--- src/rtl/cic_decim_shifter.sv ---
// N-stage CIC decimator: integrators on the fast strobe, combs on the decimated strobe,
// output rescaled by the smallest power of two covering rate^N so passband gain stays in (0.5, 1].
module cic_decim_shifter #(
  parameter int bw               = 16,
  parameter int N                = 4,
  parameter int log2_of_max_rate = 9
) (
  input  logic                        clock,
  input  logic                        reset,
  input  logic                        enable,
  input  logic [log2_of_max_rate-1:0] rate,
  input  logic                        strobe_in,
  input  logic                        strobe_out,
  input  logic signed [bw-1:0]        signal_in,
  output logic signed [bw-1:0]        signal_out,
  output logic                        valid_out
);

  localparam int ACC = bw + N*log2_of_max_rate;
  localparam int PW  = N*log2_of_max_rate;
  localparam int SW  = $clog2(PW + 1);

  logic signed [ACC-1:0] integ [N];
  logic signed [ACC-1:0] dly   [N];
  logic signed [ACC-1:0] dif   [N];
  logic signed [ACC-1:0] scaled;
  logic signed [ACC-1:0] sample_ext;

  logic [PW-1:0] rate_ext;
  logic [PW-1:0] rate_pow;
  logic [PW-1:0] rate_pow_m1;
  logic [SW-1:0] shift_next;
  logic [SW-1:0] shift_r;
  logic          stb_d1;

  assign rate_ext   = PW'(rate);
  assign sample_ext = {{(ACC-bw){signal_in[bw-1]}}, signal_in};

  // shift = ceil(log2(rate^N)); rate^N always fits in PW bits, so no overflow here.
  always_comb begin
    rate_pow    = PW'(1);
    shift_next  = '0;
    for (int k = 0; k < N; k++) begin
      rate_pow = rate_pow * rate_ext;
    end
    rate_pow_m1 = rate_pow - PW'(1);
    if (rate_pow > PW'(1)) begin
      for (int b = 0; b < PW; b++) begin
        if (rate_pow_m1[b]) shift_next = SW'(b + 1);
      end
    end
  end

  always_ff @(posedge clock) begin
    if (reset) shift_r <= '0;
    else       shift_r <= shift_next;
  end

  assign scaled = dif[N-1] >>> shift_r;

  always_ff @(posedge clock) begin
    if (reset || !enable) begin
      for (int k = 0; k < N; k++) begin
        integ[k] <= '0;
        dly[k]   <= '0;
        dif[k]   <= '0;
      end
      stb_d1    <= 1'b0;
      valid_out <= 1'b0;
      if (reset) signal_out <= '0;
    end else begin
      // Integrators wrap freely; the comb differences undo the overflow.
      if (strobe_in) begin
        integ[0] <= integ[0] + sample_ext;
        for (int k = 1; k < N; k++) begin
          integ[k] <= integ[k] + integ[k-1];
        end
      end
      if (strobe_out) begin
        dly[0] <= integ[N-1];
        dif[0] <= integ[N-1] - dly[0];
        for (int k = 1; k < N; k++) begin
          dly[k] <= dif[k-1];
          dif[k] <= dif[k-1] - dly[k];
        end
      end
      stb_d1    <= strobe_out;
      valid_out <= stb_d1;
      if (stb_d1) signal_out <= scaled[bw-1:0];
    end
  end

endmodule
--- config.mk ---
export PLATFORM = sky130hd
export DESIGN_NAME = cic_decim_shifter
export DESIGN_NICKNAME = d
export VERILOG_FILES = /design/src/rtl/cic_decim_shifter.sv
export SDC_FILE = /design/constraint.sdc
export NUM_CORES = 2
export LEC_CHECK = 0
export ABC_CLOCK_PERIOD_IN_PS = 35200
export BUFFER_PORTS_ARGS = -buffer_cell sky130_fd_sc_hd__buf_4
export CORE_UTILIZATION = 30
export CTS_CLUSTER_SIZE = 20
export DETAILED_ROUTE_END_ITERATION = 6
export PLACE_DENSITY = 0.47
export SETUP_SLACK_MARGIN = 0.2
export SLEW_MARGIN = 20
export SYNTH_ARGS = -nofsm -noshare
export SYNTH_HDL_FRONTEND = slang
export SYNTH_SLANG_ARGS = --single-unit
export TNS_END_PERCENT = 30
--- constraint.sdc ---
create_clock -name clock -period 35.2 [get_ports clock]
set_clock_uncertainty 0.2 [all_clocks]
set_input_delay 1.76 -clock clock [delete_from_list [all_inputs] [get_ports clock]]
set_output_delay 1.76 -clock clock [all_outputs]
set_load 0.01 [all_outputs]
== Word level (Yosys, flattened, before mapping) ==
Memories as Yosys holds them, arrays and structs flattened.
Cells that the tools add are included.

* Register bits after elaboration: 24
* Bits in latches: 0
* Memory bits (writable): 624
* Memory bits (read-only): 0
* Bits of input ports: 30
* Memories: 3

* Add/subtract/negate cells: 9
* Multipliers: 3
* Divide/modulo/power cells: 0
* Magnitude comparators: 1
* Equal/unequal tests: 1
* Shift-type cells: 1
* Muxes and demuxes: 59
* Bitwise logic cells: 13
* Reduce and logical (&&, ||, !) cells: 7

{| class="wikitable"
|+ Memories
! name !! words !! width !! read ports !! clocked after memory_dff !! wr ports !! line !! text
|-
| dif || 4 || 52 || 4 || 0 || 4 || 25 || <nowiki>logic signed [ACC-1:0] dif [N];</nowiki>
|-
| dly || 4 || 52 || 4 || 0 || 4 || 24 || <nowiki>logic signed [ACC-1:0] dly [N];</nowiki>
|-
| integ || 4 || 52 || 4 || 0 || 4 || 23 || <nowiki>logic signed [ACC-1:0] integ [N];</nowiki>
|}

{| class="wikitable"
|+ Operator list
! kind !! count
|-
| $mux W52 || 12
|-
| $mux W6 || 35
|-
| $sub A52 B52 Y52 || 4
|-
| $add A52 B52 Y52 || 3
|-
| $add A52 B16 Y52 || 1
|-
| $sshr A52 B6 Y16 || 1
|-
| $mux W16 || 3
|-
| $gt A36 B1 Y1 const B || 1
|-
| $mul A27 B9 Y36 || 1
|-
| $sub A36 B1 Y36 const B || 1
|-
| $mul A18 B9 Y27 || 1
|-
| $mul A9 B9 Y18 || 1
|-
| $or A1 B1 Y1 || 12
|-
| $mux W1 || 9
|-
| $reduce_or A7 Y1 || 1
|-
| $reduce_or A3 Y1 || 1
|-
| $ne A2 B2 Y1 const B || 1
|-
| $reduce_and A2 Y1 || 1
|-
| $reduce_bool A2 Y1 || 1
|-
| $reduce_or A2 Y1 || 1
|-
| $logic_not A1 Y1 || 1
|-
| $logic_or A1 B1 Y1 || 1
|-
| $not A1 Y1 || 1
|}

== Depth between registers and ports, before layout ==
* Word-level depth: 40
* Gate-level depth with buffers: 56

== Least setup slack after synthesis ==
Ideal clock, no wire load.

* Path kind: input -> register
* Start point: in rate[0]
* End point: reg shift_r[3]
* Setup time: 0.086 ns
* Arrival time: 16.358 ns
* Path slack: 18.556 ns
* Cell stages on the path: 52
* Buffers on the path: 4
* Cell sequence: clkbuf_1 clkbuf_1 clkbuf_1 nand2_1 fa_1 fa_1 inv_1 ha_1 fa_1 ha_1 a21o_1 a21oi_1 o21bai_1 a21oi_1 o21bai_1 a21oi_1 o21bai_1 a21oi_1 [... 16 more ...] fa_1 fa_1 inv_1 fa_1 ha_1 clkbuf_1 a21o_1 a21o_1 a21o_1 a211o_1 a2111oi_2 o41ai_1 xor2_1 or4b_1 nor3_1 nor2_1 or3_1 a211oi_1

* Word-level cells in the longest chain between the ends: 33
* Elaborated cells on any way between the ends: 36
* Classes of those cells: add/sub (1); mul (3); order compare (1); mux (29); bitwise (1); reduce/logical (1)

{| class="wikitable"
|+ RTL lines
! item !! line !! text
|-
| from (decl) || 11 || <nowiki>input logic [log2_of_max_rate-1:0] rate,</nowiki>
|-
| $mul A9 B9 Y18 || 44 || <nowiki>rate_pow = rate_pow * rate_ext;</nowiki>
|-
| $mul A18 B9 Y27 || 44 ||
|-
| $mul A27 B9 Y36 (*) || 44 ||
|-
| $sub A36 B1 Y36 || 46 || <nowiki>rate_pow_m1 = rate_pow - PW'(1);</nowiki>
|-
| $mux W6 (29 in series) || 49 || <nowiki>if (rate_pow_m1[b]) shift_next = SW'(b + 1);</nowiki>
|-
| to (signal assigned) || 56 || <nowiki>else shift_r <= shift_next;</nowiki>
|-
| to (decl) || 33 || <nowiki>logic [SW-1:0] shift_r;</nowiki>
|}

Every way passes the cells marked *; elsewhere a longest branch is shown, timed or not.
A chain may end at the register's enable or synchronous reset.

== Final worst setup path ==
Same ends and word-level chain as after synthesis.

==> impl_metrics.py <==
metrics = {
    "outcome": {
        "status": "complete, no violations",
    },
    "grt": {
        "gr-total-overflow": 0,
        "largest_net_degree_at_the_start_of_global_routing": 202,
        "grt_pass1_vias": 44445,
        "grt_first_pass_wirelength_mm": 228.9,
        "grt.total_usage_pct": 13.26,
        "antenna_found_initial": 0,
    },
    "worst_setup_path": {
        "timing.critical_path.to": "shift_r[3]",
        "regToRegSetupSlack_ns": 29.97,
        "worst-path-stages": 49,
        "reg2reg_launch_point": "integ[0][2]",
        "crit_family": "adder cells",
        "startpoint": "rate[0]",
        "r2r.worst_path.cells": 13,
        "crit_path_start_kind": "primary input",
        "path_buf_inv": 4,
        "crit_fanout": 65,
        "worstPathArrival_ns": 17.98,
        "critical_path_class": "primary input to flip-flop",
        "r2r-end": "integ[1][51]",
        "critical_path.slowest_cell": "sky130_fd_sc_hd__xor2_1",
        "max_stage_delay_ns": 0.68,
        "critical-path-top-cell-by-count": "sky130_fd_sc_hd__fa_1",
        "worst_setup_path_end_kind": "flip-flop",
        "crit_required_ns": 35.56,
    },
    "clock_network": {
        "tritoncts": "yes",
        "cts.clk_slew.worst_paths_ns": 0.06,
        "clock_sink_count": 648,
        "ctsLongestPathBuffers": 3,
        "ctsHoldBuffers": 0,
        "clock_buffers_created_by_tritoncts": 76,
        "ctsResizeCount": 0,
        "htree_levels": 3,
        "insertion_delay_ns": 0.68,
        "post_cts_buffers": 0,
        "ctsRootBufferMaster": "sky130_fd_sc_hd__clkbuf_16",
    },
    "flow_run": {
        "maxCapViolCount": 0,
    },
    "routing": {
        "post_drt_via_cell_ratio": 4.891,
        "first_iter_violations": 2377,
        "routedWlPerCell_um": 14.96,
        "drtPass1Iterations": 5,
        "detailed_route_via_count": 44975,
        "detail_route.drc_violations": 0,
        "detail-route-antenna-nets": 0,
        "route.final.wire_length_mm": 137.5,
    },
    "layout": {
        "drive_above_1_share_pct": 4.614,
        "final_common_cell": "sky130_fd_sc_hd__inv_1",
        "finish.net_count": 7357,
        "fillerInstances": 20728,
        "final_cell_mix": "sky130_fd_sc_hd__inv_1, sky130_fd_sc_hd__edfxtp_1, sky130_fd_sc_hd__nor2_1",
        "area_growth_syn_to_layout_pct": 9.115,
        "n_antenna_cell": 0,
    },
    "placement": {
        "gp_routability_congestion": 0.8136,
        "dp_hpwl_mm": 103.3,
        "io_buffer_count": 46,
    },
    "synthesis": {
        "synth_enable_flop_cells": 640,
        "yosys_register_bits": 648,
        "synth.yosys.warnings": 0,
        "syn_avg_cell_area_um2": 9.391,
        "netlist_area_mm2": 0.06129,
        "postSynthCellCount": 6527,
        "async_reset_ff_share_pct": 0,
        "synth_seq_area_share_pct": 31.62,
        "syn_nets": 7423,
        "synthFlopType": "sky130_fd_sc_hd__edfxtp_1",
        "ys_types": 97,
    },
    "die": {
        "die_area_mm2": 0.2061,
        "starting_density_of_the_core_pct": 30.26,
        "die-height_um": 454.0,
        "die-width_um": 454.0,
        "placement_rows": 165,
        "ios": 47,
        "placeableCoreArea_mm2": 0.2025,
    },
    "sta": {
        "relSlewSlack_pct": 31.88,
        "final_number_of_setup_violating_endpoints": 0,
        "fin_worst_hold_slack_ns": 0.2627,
        "finalSetupTns_ns": 0,
        "maxSlewViolCount": 0,
        "hold_violations": 0,
        "peak_clock_frequency_supported_by_timing_mhz": 56.75,
        "timing.final.crit_share_pct": 50.06,
        "period_minus_slack_ns": 17.62,
        "worst_pin_slew_ns": 1.009,
        "grt_setup_unrepaired": "no",
    },
    "hold_path": {
        "holdCritPathClass": "flip-flop to flip-flop",
    },
}
per-layer routing:
metal	track usage, %	up-vias	share of wire [%]
met5	0	-	0
met3	1.468	150	2.6
met4	3.125	0	1.9
li1	-	23031	-
met1	18.57	21239	50
met2	21.75	555	46
how the worst min path moves through the flow:
stage                     slack (ns)   start  cells after the start         to
after floorplan                 0.22  stb_d1                      1  valid_out
after global placement          0.25  stb_d1                      1  valid_out
after detailed placement        0.25  stb_d1                      1  valid_out
after CTS                       0.26  stb_d1                      1  valid_out
after global routing            0.28  stb_d1                      1  valid_out
final                           0.26  stb_d1                      1  valid_out
area by class of cell:
| cell class | instances | area [um2] | area share [%] |
|---|---|---|---|
| Inverter | 646 | 2425 | 3.626 |
| Sequential cell | 648 | 19380 | 28.98 |
| Clock inverter | 41 | 375.4 | 0.5613 |
| Timing Repair Buffer | 78 | 668.1 | 0.9990 |
| Tap cell | 2672 | 3343 | 4.999 |
| Clock buffer | 99 | 2019 | 3.020 |
| Multi-Input combinational cell | 5011 | 38670 | 57.81 |
cells by family after synthesis:
family,share of synthesized area (%)
xor+xnor,5.387
flops,31.62
mux,2.178
fa+ha+maj,21.62
buf+inv,5.361
other cells,0.006118
compound gates,16.52
simple gates,17.31
sequential cells by signal, summed over array words and instances, names as in the netlist:
register / flops
dly: 208
integ: 208
shift_r: 6
dif: 208
signal_out: 16
stb_d1: 1
valid_out: 1
through the flow:
stage | setup WS (ns) | utilization, % | cells | instance area, um2
after floorplan | 18.56 | - | 6527 | 61290
after CTS | 17.52 | 33.01 | 9194 | 66850
after global routing | 16.44 | 33.02 | 9195 | 66880
final | 17.58 | 33.02 | 9195 | 66880
after detailed placement | 16.83 | 31.83 | 9054 | 64460
after global placement | 17.11 | 31.83 | 9054 | 64460
synth_stat cells (all sizes together), types with 19 or more instances:
library cell    n  area share [%]
inv           645             4.0
edfxtp        640              31
nor2          573             3.5
ha            544              11
nand2         501             3.1
a21oi         411             3.4
fa            322              11
and3          276             2.8
o21ai         276             2.3
a21o          261             3.2
and2          230             2.3
clkbuf        208             1.3
xnor2         205             2.9
xor2          172             2.5
nor3          115            0.95
nor2b          92            0.94
nand3          87            0.71
nand2b         85            0.87
a211oi         80            0.98
o21bai         76            0.94
o21a           69            0.85
a31oi          60            0.61
mux2i          49            0.80
o211ai         42            0.51
nand4          38            0.41
or3            32            0.34
mux4           28             1.0
o31ai          27            0.33
a2111oi        25            0.43
nor3b          23            0.28
or2            20            0.20
a211o          19            0.27
mux2           19            0.35
Power is not shown: default switching activity piles up to over one toggle a cycle in this logic, so the estimate is an artifact.
